## src/rtl/hdmi_pack_gen.sv

```systemverilog
// hdmi_pack_gen: video timing generator with a pixel request handshake and a
// packed output word {clk, hsync, vsync, de, r, g, b, x, y}.
// Timing fields travel two register stages so they line up with the colour
// that the source returns one cycle after req.
module hdmi_pack_gen #(
    parameter int unsigned H_ACT  = 1280,
    parameter int unsigned V_ACT  = 720,
    parameter int unsigned H_FP   = 110,
    parameter int unsigned H_SYNC = 40,
    parameter int unsigned H_BP   = 220,
    parameter int unsigned V_FP   = 5,
    parameter int unsigned V_SYNC = 5,
    parameter int unsigned V_BP   = 20,
    parameter bit          HS_POL = 1'b1,
    parameter bit          VS_POL = 1'b1,
    localparam int unsigned XW    = $clog2(H_ACT),
    localparam int unsigned YW    = $clog2(V_ACT),
    localparam int unsigned W     = 3*8 + 4 + XW + YW
) (
    input  logic         clk,
    input  logic         rst,
    input  logic         en,
    output logic         req,
    input  logic [7:0]   r_in,
    input  logic [7:0]   g_in,
    input  logic [7:0]   b_in,
    output logic         frame_start,
    output logic [W-1:0] pack
);

    localparam int unsigned H_TOT = H_ACT + H_FP + H_SYNC + H_BP;
    localparam int unsigned V_TOT = V_ACT + V_FP + V_SYNC + V_BP;
    localparam int unsigned HCW   = $clog2(H_TOT);
    localparam int unsigned VCW   = $clog2(V_TOT);

    localparam logic [HCW-1:0] H_LAST   = HCW'(H_TOT - 1);
    localparam logic [HCW-1:0] H_ACT_C  = HCW'(H_ACT);
    localparam logic [HCW-1:0] H_HS_BEG = HCW'(H_ACT + H_FP);
    localparam logic [HCW-1:0] H_HS_END = HCW'(H_ACT + H_FP + H_SYNC);
    localparam logic [VCW-1:0] V_LAST   = VCW'(V_TOT - 1);
    localparam logic [VCW-1:0] V_ACT_C  = VCW'(V_ACT);
    localparam logic [VCW-1:0] V_VS_BEG = VCW'(V_ACT + V_FP);
    localparam logic [VCW-1:0] V_VS_END = VCW'(V_ACT + V_FP + V_SYNC);

    logic [HCW-1:0] r_h_cnt;
    logic [VCW-1:0] r_v_cnt;

    logic           w_run;
    logic           w_de;
    logic           w_fs;
    logic           w_hs;
    logic           w_vs;
    logic [XW-1:0]  w_x;
    logic [YW-1:0]  w_y;

    logic           r_s1_hs;
    logic           r_s1_vs;
    logic           r_s1_de;
    logic [XW-1:0]  r_s1_x;
    logic [YW-1:0]  r_s1_y;

    logic           r_s2_hs;
    logic           r_s2_vs;
    logic           r_s2_de;
    logic [XW-1:0]  r_s2_x;
    logic [YW-1:0]  r_s2_y;
    logic [7:0]     r_r;
    logic [7:0]     r_g;
    logic [7:0]     r_b;

    // Raster counters: cleared by reset or when disabled, otherwise scan the frame.
    always_ff @(posedge clk) begin
        if (rst || !en) begin
            r_h_cnt <= '0;
            r_v_cnt <= '0;
        end else if (r_h_cnt == H_LAST) begin
            r_h_cnt <= '0;
            r_v_cnt <= (r_v_cnt == V_LAST) ? '0 : r_v_cnt + VCW'(1);
        end else begin
            r_h_cnt <= r_h_cnt + HCW'(1);
        end
    end

    // Timing decode from the current counter position.
    always_comb begin
        w_run = en & ~rst;
        w_de  = w_run && (r_h_cnt < H_ACT_C) && (r_v_cnt < V_ACT_C);
        w_fs  = w_run && (r_h_cnt == '0) && (r_v_cnt == '0);
        w_hs  = ((r_h_cnt >= H_HS_BEG) && (r_h_cnt < H_HS_END)) ? HS_POL : ~HS_POL;
        w_vs  = ((r_v_cnt >= V_VS_BEG) && (r_v_cnt < V_VS_END)) ? VS_POL : ~VS_POL;
        w_x   = w_de ? XW'(r_h_cnt) : '0;
        w_y   = w_de ? YW'(r_v_cnt) : '0;
    end

    assign req         = w_de;
    assign frame_start = w_fs;

    // First timing stage: lines up with the cycle the source drives colour.
    always_ff @(posedge clk) begin
        if (rst) begin
            r_s1_hs <= ~HS_POL;
            r_s1_vs <= ~VS_POL;
            r_s1_de <= 1'b0;
            r_s1_x  <= '0;
            r_s1_y  <= '0;
        end else begin
            r_s1_hs <= w_hs;
            r_s1_vs <= w_vs;
            r_s1_de <= w_de;
            r_s1_x  <= w_x;
            r_s1_y  <= w_y;
        end
    end

    // Second stage: timing plus colour captured once, blanked outside active video.
    always_ff @(posedge clk) begin
        if (rst) begin
            r_s2_hs <= ~HS_POL;
            r_s2_vs <= ~VS_POL;
            r_s2_de <= 1'b0;
            r_s2_x  <= '0;
            r_s2_y  <= '0;
            r_r     <= '0;
            r_g     <= '0;
            r_b     <= '0;
        end else begin
            r_s2_hs <= r_s1_hs;
            r_s2_vs <= r_s1_vs;
            r_s2_de <= r_s1_de;
            r_s2_x  <= r_s1_x;
            r_s2_y  <= r_s1_y;
            r_r     <= r_s1_de ? r_in : 8'h00;
            r_g     <= r_s1_de ? g_in : 8'h00;
            r_b     <= r_s1_de ? b_in : 8'h00;
        end
    end

    // The clk field is the live pixel clock; everything else is registered.
    assign pack = {clk, r_s2_hs, r_s2_vs, r_s2_de, r_r, r_g, r_b, r_s2_x, r_s2_y};

endmodule

```

## config.mk

```make
export PLATFORM = sky130hd
export DESIGN_NAME = hdmi_pack_gen
export DESIGN_NICKNAME = d
export VERILOG_FILES = /design/src/rtl/hdmi_pack_gen.sv
export SDC_FILE = /design/constraint.sdc
export NUM_CORES = 1
export LEC_CHECK = 0
export ABC_AREA = 1
export CAP_MARGIN = 20
export CORE_MARGIN = 3
export CORE_UTILIZATION = 45
export DETAILED_ROUTE_END_ITERATION = 6
export PLACE_DENSITY = 0.74
export REMOVE_ABC_BUFFERS = 1
export SYNTH_ARGS = -nofsm -noshare
export SYNTH_HDL_FRONTEND = slang
export SYNTH_SLANG_ARGS = --single-unit
```

## constraint.sdc

```tcl
create_clock -name clk -period 1.4 [get_ports clk]
set_clock_uncertainty 0.2 [all_clocks]
set_input_delay 0.21 -clock clk [delete_from_list [all_inputs] [get_ports clk]]
set_output_delay 0.21 -clock clk [all_outputs]
set_load 0.01 [all_outputs]
```

Word level (Yosys, flattened, before mapping) --
Index checks and enable logic that the tools add are counted.
Storage, ports and cells: word-level logic and storage cells 45, input port bits 27, bits in registers 93
Cells by class: mux-type cells 3, add/sub/neg operators 2, reductions and logical operators 13, order comparisons 6, bitwise operators 4, equality and inequality tests 2
Operators with widths (count):
- < comparator 11 bit, second input constant | 2
- < comparator 10 bit, second input constant | 2
- adder 11 x 1 -> 11 bit, second input constant | 1
- equality test 11 bit, second input constant | 1
- greater-or-equal comparator 11 bit, second input constant | 1
- zero test 11 bit | 1
- adder 10 x 1 -> 10 bit, second input constant | 1
- equality test 10 bit, second input constant | 1
- greater-or-equal comparator 10 bit, second input constant | 1
- zero test 10 bit | 1
- 2-to-1 mux 10 bit | 1
- logical AND 1 bit | 6
- OR reduction 2 bit | 3
- NOT 1 bit | 3
- 2-to-1 mux 1 bit | 2
- AND 1 bit | 1
- zero test 1 bit | 1
- logical OR 1 bit | 1

Depth between registers and ports, before layout --
depth after elaboration 6, mapped depth 10, depth with buffers taken out 10

==> reports/qor.csv <==
metric,value,unit
synth_warnings,0,
crit_family,simple AND/OR/NAND/NOR gates,
rsz0062_at_grt,yes,
drive_above_1_share,0.399,
grt_overflow_total,0,
peakVddDrop,0.000741,V
multi_input_area,1380,um2
antenna_cells,0,
ys_ff_latch,93,
cts_tree,yes,
final_common_cell,dfxtp_1,
fin_crit_sh,1.41,
fin_ws,-0.580,ns
fin_crit,1.98,ns
via_count,3142,
dp_hpwl,5730,um
synth_seq_area_share,0.536,
violations,setup timing,
detail_route.vias_per_cell,4.65,
total_power,0.00485,W
critical-path-max-stage-delay,0.33,ns
drv_cap,0,
netlist_area,3470,um2
ff_latch_area,1880,um2
end_kind,primary output,
path_common_cell,nor2_2,
cp_data_required_time,0.99,ns
die_w,93.9,um
slew_headroom,0.776,
startpoint_type,flip-flop,
fin_nets,606,
routedWlPerCell,13.2,um
crit_buf_inv,2,
rows,31,
grt_use_total,0.193,
grt_max_degree,26,
hold_path_class,input pin to flip-flop,
layout_common_cells,"dfxtp_1, inv_1, nor2_1",
p_leak,2.37,nW
fmax,505,MHz
final_antenna_net_count,0,
clk_pin_slew,0.09,ns
start_util,0.471,
drt_pass1_iterations,4,
worstPathArrival,1.57,ns
clk_latency,0.46,ns
p_per_area,954,nW/um2
syn2layout_area_growth,46.3,%
place_area,4720,um2
final_util,0.690,
portBuffers,77,
max_slew.worst_pin.slew,0.333,ns
grt_first_pass_wirelength,13200,um
io_pins,78,
drt-initial-drc-count,184,
maxSlewViolCount,0,
ys_types,27,
final_area,5080,um2
finalWeightedCongestion,0.874,
crit_path_max_fanout,2,
hold_violations,0,
path_class,flip-flop to primary output,
grt_pass1_vias,2982,
drcViolationCount,0,
wl,8880,um
crit_chain,"inv_2, ha_4, nand3_2, nor2_2, nand4_1, nor2_2, buf_2",
setup_violations,46,
fp.dieH,93.9,um
die_area,8810,um2
outcome,"complete, but fails checks",
avgSynthCellArea,8.12,um2
crit_path_top_delay_cell,dfxtp_2,
core-area,7370,um2
synth_cells,428,
fillers,563,
antenna_found_initial,0,
routing by layer:
layer,share of wire,track usage,vias to the layer above
met3,0.068,0.0489,15
met1,0.43,0.222,1443
met5,0,0,-
met4,0.018,0.0915,0
met2,0.49,0.332,122
li1,-,-,1562
path summary, 6_finish.rpt:
check                              endpoint  slack (ns)  startpoint  cells past startpoint
worst min-delay path                 r_r[0]        0.06     r_in[0]                      3
worst min register to register    r_s2_x[5]        0.20   r_s1_x[5]                      2
worst max-delay path            frame_start       -0.58  r_h_cnt[0]                      7
worst max register to register   r_v_cnt[4]       -0.42  r_h_cnt[1]                      9
cells by family (layout without fill, tap and decap cells):
kind of cell,Yosys count,after routing,share of synthesized area
DFF,93,93,0.536
buffers and inverters,102,250,0.122
AOI/OAI and AO/OA,20,20,0.0335
and+or+nand+nor,205,205,0.281
xor gates and xnor gates,1,1,0.00252
adders and majority gates,7,7,0.0252
worst reg2reg max path, delay by kind of cell (launching register included):
family                     cells  cell delay, ns
DFF                            1            0.33
adders and majority gates      1            0.13
AOI/OAI and AO/OA              1            0.15
and+or+nand+nor                4            0.67
buffers and inverters          3            0.25
state kept, by name, summed over array words and instances (netlist names), 10 cells and up:
register	cells
r_h_cnt	11
r_s1_x	11
r_v_cnt	10
r_s1_y	10
r_s2_y	10
r_s2_x	11
layout make-up:
cell class	count	share of cell area
Inverter	89	0.0657
Tap cell	99	0.0244
Sequential cell	93	0.369
Multi-Input combinational cell	233	0.270
Timing Repair Buffer	143	0.229
Clock inverter	5	0.00689
Clock buffer	13	0.0347
through the flow:
stage	instances	setup slack (ns)	hold WS [ns]	setup TNS, ns
after floorplan	415	-0.351	0.0100	-6.81
after global placement	646	-0.723	0.190	-20.85
after detailed placement	646	-0.749	0.194	-22.66
after CTS	672	-0.628	0.0507	-9.15
after global routing	675	-0.690	0.0534	-13.86
final	675	-0.580	0.0637	-10.85
cells in the mapped netlist, drive strengths merged:
cell type,count,area share
ha,7,0.025
nand3b,1,0.0058
nor2,100,0.13
o21ai,6,0.012
a21oi,13,0.019
nand2,63,0.075
nor3b,2,0.0072
xor2,1,0.0025
nor3,9,0.014
buf,10,0.023
nand4,9,0.016
o211a,1,0.0029
clkbuf,3,0.0032
dfxtp,93,0.54
nand3,19,0.029
inv,89,0.096
nor4,2,0.0036
timing repair:
item / in CTS / in global routing
setup endpoints to repair: 94 / 46
setup buffers: 8 / 4
pin swaps: 15 / 17
gates cloned: 2 / 1
resized for setup: 252 / 34
hold buffers: 0 / 0
power by group:
group	switching [W]	internal (W)	total (W)
clock	0.000975	0.000865	0.00184
sequential	0.00000634	0.00267	0.00267
combinational	0.000150	0.000184	0.000334
total	0.00113	0.00372	0.00485
(Power assumes the default switching activity.)
